===== src/rtl/wb_imc_slave.sv =====
// Wishbone classic slave front-end for the IMC buffer controller: turns cyc/stb/ack
// cycles into single-cycle buffer write strobes, timed buffer reads and a flag status word.
module wb_imc_slave #(
    parameter int                   WIDTH_WB_DATA = 32,
    parameter int                   WIDTH_ADD     = 32,
    parameter int                   RD_LAT        = 2,
    parameter logic [7:0]           STATUS_SEL    = 8'hFF,
    parameter logic [WIDTH_ADD-1:0] IDLE_ADDR     = '0
) (
    input  logic                     clk,
    input  logic                     reset,
    input  logic                     wbs_cyc_i,
    input  logic                     wbs_stb_i,
    input  logic                     wbs_we_i,
    input  logic [3:0]               wbs_sel_i,
    input  logic [WIDTH_ADD-1:0]     wbs_adr_i,
    input  logic [WIDTH_WB_DATA-1:0] wbs_dat_i,
    output logic                     wbs_ack_o,
    output logic [WIDTH_WB_DATA-1:0] wbs_dat_o,
    output logic                     buf_we,
    output logic [WIDTH_ADD-1:0]     buf_addr,
    output logic [WIDTH_WB_DATA-1:0] buf_wdata,
    input  logic [WIDTH_WB_DATA-1:0] buf_rdata,
    input  logic [7:0]               flags
);

    typedef enum logic [1:0] {
        S_IDLE,
        S_WR,
        S_RD,
        S_ACK
    } state_t;

    localparam logic [2:0] LAT_LOAD = 3'(RD_LAT - 1);

    state_t                   state, state_nxt;
    logic [WIDTH_ADD-1:0]     adr_q, adr_d;
    logic [WIDTH_WB_DATA-1:0] dat_q, dat_d;
    logic [WIDTH_WB_DATA-1:0] rdat_q, rdat_d;
    logic [2:0]               cnt_q, cnt_d;
    logic                     is_status;
    logic                     sel_unused;

    // Byte selects carry no meaning here: only full-word accesses exist.
    assign sel_unused = ^wbs_sel_i;
    assign is_status  = (wbs_adr_i[WIDTH_ADD-1 -: 8] == STATUS_SEL);

    always_ff @(posedge clk or posedge reset) begin
        if (reset) begin
            state  <= S_IDLE;
            adr_q  <= IDLE_ADDR;
            dat_q  <= '0;
            rdat_q <= '0;
            cnt_q  <= '0;
        end else begin
            state  <= state_nxt;
            adr_q  <= adr_d;
            dat_q  <= dat_d;
            rdat_q <= rdat_d;
            cnt_q  <= cnt_d;
        end
    end

    // Read data only lives for the ACK cycle; every other cycle clears it.
    always_comb begin
        state_nxt = state;
        adr_d     = adr_q;
        dat_d     = dat_q;
        cnt_d     = cnt_q;
        rdat_d    = '0;
        case (state)
            S_IDLE: begin
                if (wbs_cyc_i && wbs_stb_i) begin
                    adr_d = wbs_adr_i;
                    dat_d = wbs_dat_i;
                    if (wbs_we_i) begin
                        state_nxt = is_status ? S_ACK : S_WR;
                    end else if (is_status) begin
                        rdat_d    = {{(WIDTH_WB_DATA-8){1'b0}}, flags};
                        state_nxt = S_ACK;
                    end else begin
                        cnt_d     = LAT_LOAD;
                        state_nxt = S_RD;
                    end
                end
            end
            S_WR: begin
                state_nxt = S_ACK;
            end
            S_RD: begin
                if (!wbs_cyc_i) begin
                    cnt_d     = '0;
                    state_nxt = S_IDLE;
                end else if (cnt_q == 3'd0) begin
                    rdat_d    = buf_rdata;
                    state_nxt = S_ACK;
                end else begin
                    cnt_d = cnt_q - 3'd1;
                end
            end
            S_ACK: begin
                state_nxt = S_IDLE;
            end
            default: begin
                state_nxt = S_IDLE;
            end
        endcase
    end

    // A write is committed once WR is reached; a dropped cycle only hides the ack.
    assign buf_we    = (state == S_WR);
    assign buf_addr  = (state == S_WR || state == S_RD) ? adr_q : IDLE_ADDR;
    assign buf_wdata = dat_q;
    assign wbs_ack_o = (state == S_ACK) && wbs_cyc_i;
    assign wbs_dat_o = rdat_q;

endmodule


===== config.mk =====
export PLATFORM = sky130hd
export DESIGN_NAME = wb_imc_slave
export DESIGN_NICKNAME = d
export VERILOG_FILES = /design/src/rtl/wb_imc_slave.sv
export SDC_FILE = /design/constraint.sdc
export NUM_CORES = 1
export LEC_CHECK = 0
export CAP_MARGIN = 20
export CORE_MARGIN = 4
export CORE_UTILIZATION = 36
export DETAILED_ROUTE_END_ITERATION = 8
export PLACE_DENSITY = 0.87
export SYNTH_ARGS = -nofsm -noshare
export SYNTH_HDL_FRONTEND = slang
export SYNTH_SLANG_ARGS = --single-unit

===== constraint.sdc =====
create_clock -name clk -period 3.3 [get_ports clk]
set_clock_uncertainty 0.2 [all_clocks]
set_input_delay 0.33 -clock clk [delete_from_list [all_inputs] [get_ports clk]]
set_output_delay 0.33 -clock clk [all_outputs]
set_load 0.005 [all_outputs]

# --- Word-level counts from Yosys, hierarchy flattened ---
# Cells that the tools add are included.
classes:
  muxes: 20
  reduce_logical: 9
  n_addsub: 1
  n_eq_ne: 9
ops:
  columns: ["op", "count"]
  rows:
  - ["$mux 32", 3]
  - ["$pmux 32 s2", 1]
  - ["$mux 8", 3]
  - ["$mux 3", 5]
  - ["$mux 2", 5]
  - ["$eq 8x8->1 const B", 1]
  - ["$pmux 2 s4", 1]
  - ["$ne 2x2->1 const B", 3]
  - ["$ne 3x3->1 const B", 2]
  - ["$pmux 3 s2", 1]
  - ["$reduce_and 5->1", 1]
  - ["$eq 2x2->1 const B", 2]
  - ["$reduce_and 2->1", 2]
  - ["$logic_not 3->1", 1]
  - ["$sub 3x1->3 const B", 1]
  - ["$eq 2x1->1 const B", 1]
  - ["$logic_and 1x1->1", 2]
  - ["$logic_not 2->1", 1]
  - ["$reduce_bool 2->1", 1]
  - ["$logic_or 1x1->1", 1]
  - ["$mux 1", 1]
totals:
  output_inout_bits: 98
  register_bits: 101

# --- Longest topological paths before layout ---
# Gate-level depths: netlist (run 1).
logic_depth:
  ltp_word: 5
  depth_mapped: 7
  depth_no_buf: 6

# --- Least setup slack after synthesis (run 1) ---
# Ideal clock, no wire load.
synth_timing:
  path_type: "register -> register"
  start: "reg state[0]"
  end: "reg cnt_q[1]"
  arrival_ps: 1577
  n_path_buf: 1
  synth_period_minus_slack_ps: 1905
  t_required_ps: 2972
  path_stages_with_launch: 8
  setup_ps: 128
  slack_ps: 1395
  cell_sequence: "dfrtp_1 -> inv_1 -> ha_1 -> and3_4 -> buf_6 -> o211ai_2 -> a21oi_4 -> mux2_1"
synth_via:
  elab_chain_len: 3
synth_lines:
  columns: ["item", "line_no", "source"]
  rows:
  - ["start, declared", "36", "state_t state, state_nxt;"]
  - ["start signal, assigned", "56", "state <= state_nxt;"]
  - ["$eq 2x2->1 / $logic_not 2->1 (equally long branches)", "71", "case (state)"]
  - ["$ne 3x3->1 (no line) (tied with other cells)", null, null]
  - ["$reduce_and 5->1 (no line)", null, null]
  - ["end signal, assigned", "60", "cnt_q <= cnt_d;"]
  - ["end, declared", "40", "logic [2:0] cnt_q, cnt_d;"]
# Parallel ways exist; a longest one is shown, timed or not.
# A chain may end at the register's enable or synchronous reset.

# --- Worst setup path after layout (run 1) ---
layout_timing:
  start: "reg state[0]"
  end: "out buf_addr[31]"
layout_via:
  elab_chain_len: 3
layout_lines:
  columns: ["item", "line_no", "source"]
  rows:
  - ["$eq 2x1->1 / $eq 2x2->1 (equally long branches)", "112", "assign buf_addr = (state == S_WR || state == S_RD) ? adr_q : IDLE_ADDR;"]
  - ["$logic_or 1x1->1 (*)", "112", null]
  - ["$mux 32 (*)", "112", null]
  - ["end, declared", "21", "output logic [WIDTH_ADD-1:0] buf_addr,"]
# Mark *: on every way between the ends. The rest lies on a longest branch, timed or not.

==> reports/qor.yml, run 1 <==
drt:
  avgViaCountPerCell: 4.60
  met2_length_um: 5050
  ant_nets: 0
  routed.top_layer: "met4"
  wirelength_um: 10300
  wl_met1_um: 3900
  met3_length_um: 1100
  drtIter0Drc: 110
  firstDrtPassIters: 4
  num_vias: 2928
  drc: 0
  avgRoutedWirePerCell_um: 16.1
grt:
  overflow: 0
  grt_pass1_wl_um: 15900
  grt_max_degree: 54
  grt_pass1_vias: 3143
  antenna_found_initial: 0
  grt_usage_pct: 15.5
yosys:
  syn_avg_cell_area_um2: 14.8
  synth_edf_count: 0
  syn_area_mm2: 0.00419
  synthesis.nets: 403
  yosysUniqueCellTypes: 30
  synth_top_area_cell: "dfrtp_1"
  yosysSeqAreaShare_pct: 60.3
  async_flop_share_pct: 100
  ys_top_cells_by_area: "dfrtp_1, mux2_2, and2_1, mux2_4, ha_1"
  yosys_register_bits: 101
  synthFlopType: "dfrtp_1"
  ys_warn_count: 0
  syn-instance-count: 283
  synth_top_area_share_pct: 60.3
timing:
  whs_ns: 0.235
  tightest_slew_ns: 0.724
  period_needed_ns: 2.90
  fin_crit_sh_pct: 87.8
  rsz0062_at_grt: "false"
  hold_viol: 0
  slew_viol_final: 0
  slew-limit-headroom_pct: 51.7
  setup_violations: 0
  max_freq_mhz: 345
  final.setup.tns_ns: 0
worst_setup_path:
  cp.required_ns: 2.77
  end_kind: "primary output"
  cp.arrival_ns: 2.37
  start_kind: "flop"
  path_max_fanout: 32
  crit_type: "flop to primary output"
pwr:
  pwr-share-clk_pct: 19.3
  p_comb_share_pct: 44.7
  p_leak_uw: 0.00285
  p_per_area_mw_per_mm2: 792
  intPower_uw: 3870
  share_seq_of_total_power_pct: 36.0
  power_switching_uw: 1400
  ir_drop_mv: 0.449
  switching_share_pct: 26.6
clock_tree:
  cts_sinks: 101
  clkTransAtPathRegs_ns: 0.06
  cts_buffers: 9
  worstSkewPairLatency_ns: 0.34
  cts_tree: "done"
  clock_path_buffers: 2
  htree_levels: 3
  cts_resized: 0
  holdBufCountCts: 0
  postCtsSetupBuffers: 0
  cts_root_buffer: "clkbuf_16"
floorplan:
  fp-row-count: 39
  core_mm2: 0.0114
  io-pin-count: 211
  start_util_pct: 36.7
  die-height_um: 116
  die-area_mm2: 0.0134
  die_w_um: 116
place:
  placedCellCount: 621
  dp_hpwl_um: 7910
  portBuffers: 206
  placed_area_mm2: 0.00637
  gp_congestion: 0.752
cells_and_area:
  seqCellArea_mm2: 0.00253
  final_cell_count_no_fill: 636
  layout_commonest_cell: "clkdlybuf4s50_1"
  final_cell_mix: "clkdlybuf4s50_1, dfrtp_1, and2_1, mux2_2, mux2_4"
  multi_input_area_mm2: 0.00153
  syn_to_final_growth_pct: 58.7
  drive_gt1_share_pct: 18.1
  fill_cells: 915
  final_area_mm2: 0.00665
  antenna_cells: 0
  nets: 609
run_status:
  status: "completed"
min_path:
  hp-class: "input pin to async pin"
flow_run:
  maxCapViolCount: 0
-- kinds of logic (layout without fill, tap and decap cells) --
group                      Yosys count  after routing  synth area share [%]
DFF                                101            101                  60.3
buffers and inverters               20            230                  3.22
AOI/OAI and AO/OA                   17             17                  3.64
and+or+nand+nor                     70             70                  10.7
adders and majority gates            7              7                  2.09
muxes                               68             68                  20.0
-- flip-flops by register name (all words and copies together), names as in the netlist --
name,flops
adr_q,32
buf_wdata,32
cnt_q,3
state,2
wbs_dat_o,32
-- power groups by stage --
stage,Combinational (uW),Clock [uW],Sequential (uW)
after detailed placement,2400,0,1930
after global routing,2560,1100,1970
after global placement,2340,0,1890
after CTS,2400,1060,1910
final,2360,1020,1900
after floorplan,1070,0,1890
-- Yosys cell counts (3+ instances only) --
cell type and instances:
mux2_2 46, and2_1 57, clkbuf_1 5, buf_6 3, dfrtp_1 101, a22o_1 9
inv_1 6, ha_1 7, mux2_4 20, buf_2 4
-- through the flow --
step           setup WS, ns  utilization, %  power [uW]
2_1_floorplan         0.123               -        2970
3_3_place_gp          0.756            55.8        4230
3_5_place_dp          0.719            55.8        4320
4_1_cts               0.350            58.3        5360
5_1_grt               0.163            58.3        5630
6_report              0.404            58.3        5270
-- area by class of cell --
cell class | instances | share of cell area (%)
clock buffers | 11 | 3.50
clock inverters | 4 | 0.752
inverters | 6 | 0.376
multi-input cells | 162 | 23.0
flip-flops and latches | 101 | 38.0
well taps | 143 | 2.69
repair buffers | 209 | 31.7
-- routing by layer --
metal / vias up / track usage, %
met3: 18 / 5.80
met4: 0 / 6.73
met1: 1401 / 17.7
met5: - / 0
li1: 1366 / -
met2: 143 / 26.1
-- path summary, 6_finish.rpt --
kind	from	end	slack, ns	cells after the start
worst min register to register	cnt_q[1]	cnt_q[1]	0.29	1
worst max register to register	state[0]	adr_q[5]	1.10	5
max in group asynchronous	reset	adr_q[7]	1.94	3
worst max-delay path	state[0]	buf_addr[31]	0.40	4
min in group clk	cnt_q[1]	cnt_q[1]	0.29	1
worst min-delay path	reset	buf_wdata[9]	0.23	2
-- critical path, stage by stage (launching register included) --
cell             delay (ns)
dfrtp_1                0.39
inv_1                  0.10
ha_1                   0.76
and2_1                 0.23
clkdlybuf4s50_1        0.54
(Power assumes the default switching activity.)
==> run 2, diff against run 1 <==
- CORE_UTILIZATION: 36 -> 40
- DONT_BUFFER_PORTS: not set -> 1
- PLACE_DENSITY: 0.87 -> 0.67
==> run 2 against run 1 <==
Net effect:
- the run now fails in 4_1_cts
- synthesized cell count stayed put
- synthesized area stayed put
==> reports/qor.yml, run 2 <==
floorplan:
  io-pin-count: 211  # unchanged
  start_util_pct: 40.8  # was 36.7%
  die_w_um: 110  # was 116 um
  die-height_um: 110  # was 116 um
  fp-row-count: 37  # was 39
place:
  portBuffers: 0  # was 206
  dp_hpwl_um: 6120  # was 7910 um
  gp_congestion: 0.664  # was 0.752
clock_tree:
  cts_buffers: 9  # unchanged
  clock_path_buffers: 2  # unchanged
  postCtsSetupBuffers: 0  # unchanged
  cts_resized: 0  # unchanged
  cts_root_buffer: "clkbuf_8"  # was clkbuf_16
  holdBufCountCts: 101  # was 0
  htree_levels: 3  # unchanged
  cts_sinks: 101  # unchanged
yosys:
  async_flop_share_pct: 100  # unchanged
  synthFlopType: "dfrtp_1"  # unchanged
  synth_top_area_share_pct: 60.3  # unchanged
  synth_top_area_cell: "dfrtp_1"  # unchanged
  syn-instance-count: 283  # unchanged
  ys_top_cells_by_area: "dfrtp_1, mux2_2, and2_1, mux2_4, ha_1"  # unchanged
  yosysSeqAreaShare_pct: 60.3  # unchanged
  synthesis.nets: 403  # unchanged
  ys_warn_count: 0  # unchanged
  synth_most_common_cell: "dfrtp_1"  # unchanged
  yosys_register_bits: 101  # unchanged
  syn_area_mm2: 0.00419  # unchanged
  synth_top_cells_by_count: "dfrtp_1, and2_1, mux2_2"  # unchanged
  synth_edf_count: 0  # unchanged
  syn_avg_cell_area_um2: 14.8  # unchanged
  yosysUniqueCellTypes: 30  # unchanged
run_status:
  status: "stopped before the end"  # was completed
  lastStage: "4_1_cts"
  first-error: "[ERROR RSZ-0060] Max buffer count reached."
==> run 2: cell counts after synthesis <==
Identical to the previous run, type by type.
==> run 2: cell families after synthesis <==
group	synth area share, %
DFF	60.3
and+or+nand+nor	10.7
muxes	20.0
buffers and inverters	3.22
AOI/OAI and AO/OA	3.64
adders and majority gates	2.09
==> run 2: stage by stage <==
step | worst slack (ns) | cells | hold slack, ns | instance area [um2]
after global placement | 1.11 | 408 | 0.127 | 4300
after floorplan | 0.123 | 283 | 0.258 | 4190
after detailed placement | 1.05 | 408 | 0.128 | 4300
==> run 3, diff against run 2 <==
- CORE_UTILIZATION: 40 -> 25
- PLACE_DENSITY: 0.67 -> not set
- PLACE_DENSITY_LB_ADDON: not set -> 0.15
- clock period: 3.3 -> 4.3 ns (I/O delays scaled with it)
==> run 3 against run 2 <==
Net effect:
- the run now ends clean
==> reports/qor.yml, run 3 (synthesis results as in run 1) <==
cells_and_area:
  final_area_mm2: 0.00494
  layout_commonest_cell: "dfrtp_1"
  syn_to_final_growth_pct: 17.8
  utilization_pct: 29.9
  antenna_cells: 0
  drive_gt1_share_pct: 29.1
  fill_cells: 1662
  final_cell_mix: "dfrtp_1, and2_1, mux2_2, dlygate4sd3_1, mux2_4"
  nets: 428
timing:
  rsz0062_at_grt: "false"
  final.setup.tns_ns: 0
  timing.final.ws_setup_ns: 1.73
  tightest_slew_ns: 0.815
  hold_viol: 0
  max_freq_mhz: 389
  period_needed_ns: 2.57
  fin_crit_sh_pct: 59.8
  slew-limit-headroom_pct: 45.6
  slew_viol_final: 0
  setup_violations: 0
  whs_ns: 0.0183
floorplan:
  die-area_mm2: 0.0189
  die_w_um: 138  # was 110 um
  core_mm2: 0.0165
  start_util_pct: 25.4  # was 40.8%
  fp-row-count: 47  # was 37
  io-pin-count: 211  # unchanged
  die-height_um: 138  # was 110 um
worst_setup_path:
  crit_type: "flop to primary output"
  end_kind: "primary output"
  cp.required_ns: 3.67
  cp.arrival_ns: 1.94
  path_max_fanout: 32
  r2r_cells: 5
  start_kind: "flop"
grt:
  overflow: 0
  grt_usage_pct: 10.4
  grt_pass1_wl_um: 14500
  grt_pass1_vias: 2442
  antenna_found_initial: 1
  grt_max_degree: 49
place:
  placed_area_mm2: 0.00438  # was 0.00430 mm2
  dp_worst_setup_slack_ns: 1.65  # was 1.05 ns
  dp_hpwl_um: 7240  # was 6120 um
  portBuffers: 0  # unchanged
  gp_congestion: 0.693  # was 0.664
clock_tree:
  htree_levels: 3  # unchanged
  clkTransAtPathRegs_ns: 0.07
  cts_root_buffer: "clkbuf_16"  # was clkbuf_8
  cts_sinks: 101  # unchanged
  clock_path_buffers: 2  # unchanged
  cts_tree: "done"
  postCtsSetupBuffers: 0  # unchanged
  cts_buffers: 9  # unchanged
  worstSkewPairLatency_ns: 0.34
drt:
  ant_nets: 0
  wirelength_um: 9920
  drc: 0
  firstDrtPassIters: 4
  drtIter0Drc: 52
  avgRoutedWirePerCell_um: 18.6
  num_vias: 2283
  avgViaCountPerCell: 4.28
flow_run:
  maxCapViolCount: 0
min_path:
  hp-class: "input pin to flop"
  hold_depth: 1
run_status:
  status: "completed"  # was stopped before the end
pwr:
  ir_drop_mv: 0.216
  p_per_area_mw_per_mm2: 665
  p_leak_uw: 0.00218
## run 3: critical path, cell delays in order, from the launching register on
cell and delay [ns]:
dfrtp_1 0.39, inv_1 0.09, ha_1 0.82, and2_1 0.29
## run 3: through the flow
step	std cells	power, uW
finish	533	3280
global route	533	3520
CTS	530	3370
detailed placement	492	2510
global placement	492	2500
floorplan	283	2280
## run 3: cell type report
| type | count | area [um2] | share of cell area, % |
|---|---|---|---|
| well taps | 220 | 275 | 5.57 |
| multi-input cells | 162 | 1530 | 31.0 |
| inverters | 6 | 25.0 | 0.507 |
| clock inverters | 4 | 47.5 | 0.963 |
| repair buffers | 28 | 288 | 5.83 |
| clock buffers | 12 | 246 | 4.99 |
| flip-flops and latches | 101 | 2530 | 51.2 |
## run 3: routing by layer
metal,vias up,part of all wire (%),GRT usage (%)
li1,1012,-,-
met1,1119,38,12.0
met2,134,47,15.5
met3,16,13,5.51
met4,2,2.0,5.32
met5,-,0.071,0
## run 3: path summary, 6_finish.rpt
path,slack [ns],startpoint,to
min,0.02,buf_rdata[29],wbs_dat_o[29]
min in group asynchronous,0.32,reset,buf_wdata[13]
max,1.73,state[0],buf_addr[26]
min reg2reg,0.29,cnt_q[1],cnt_q[1]
max reg2reg,1.75,state[0],adr_q[22]
max in group asynchronous,2.68,reset,wbs_dat_o[11]
## run 3: report_power, final
| part | total, uW | switching, uW | internal [uW] |
|---|---|---|---|
| clock | 815 | 349 | 466 |
| combinational | 970 | 436 | 534 |
| sequential | 1500 | 209 | 1290 |
## run 3: timing repair
| item | in CTS | in global routing |
|---|---|---|
| setup endpoints to repair | 0 | 0 |
| gates resized for setup | 0 | 0 |
| hold buffers | 22 | 2 |
| hold endpoints to repair | 41 | 2 |
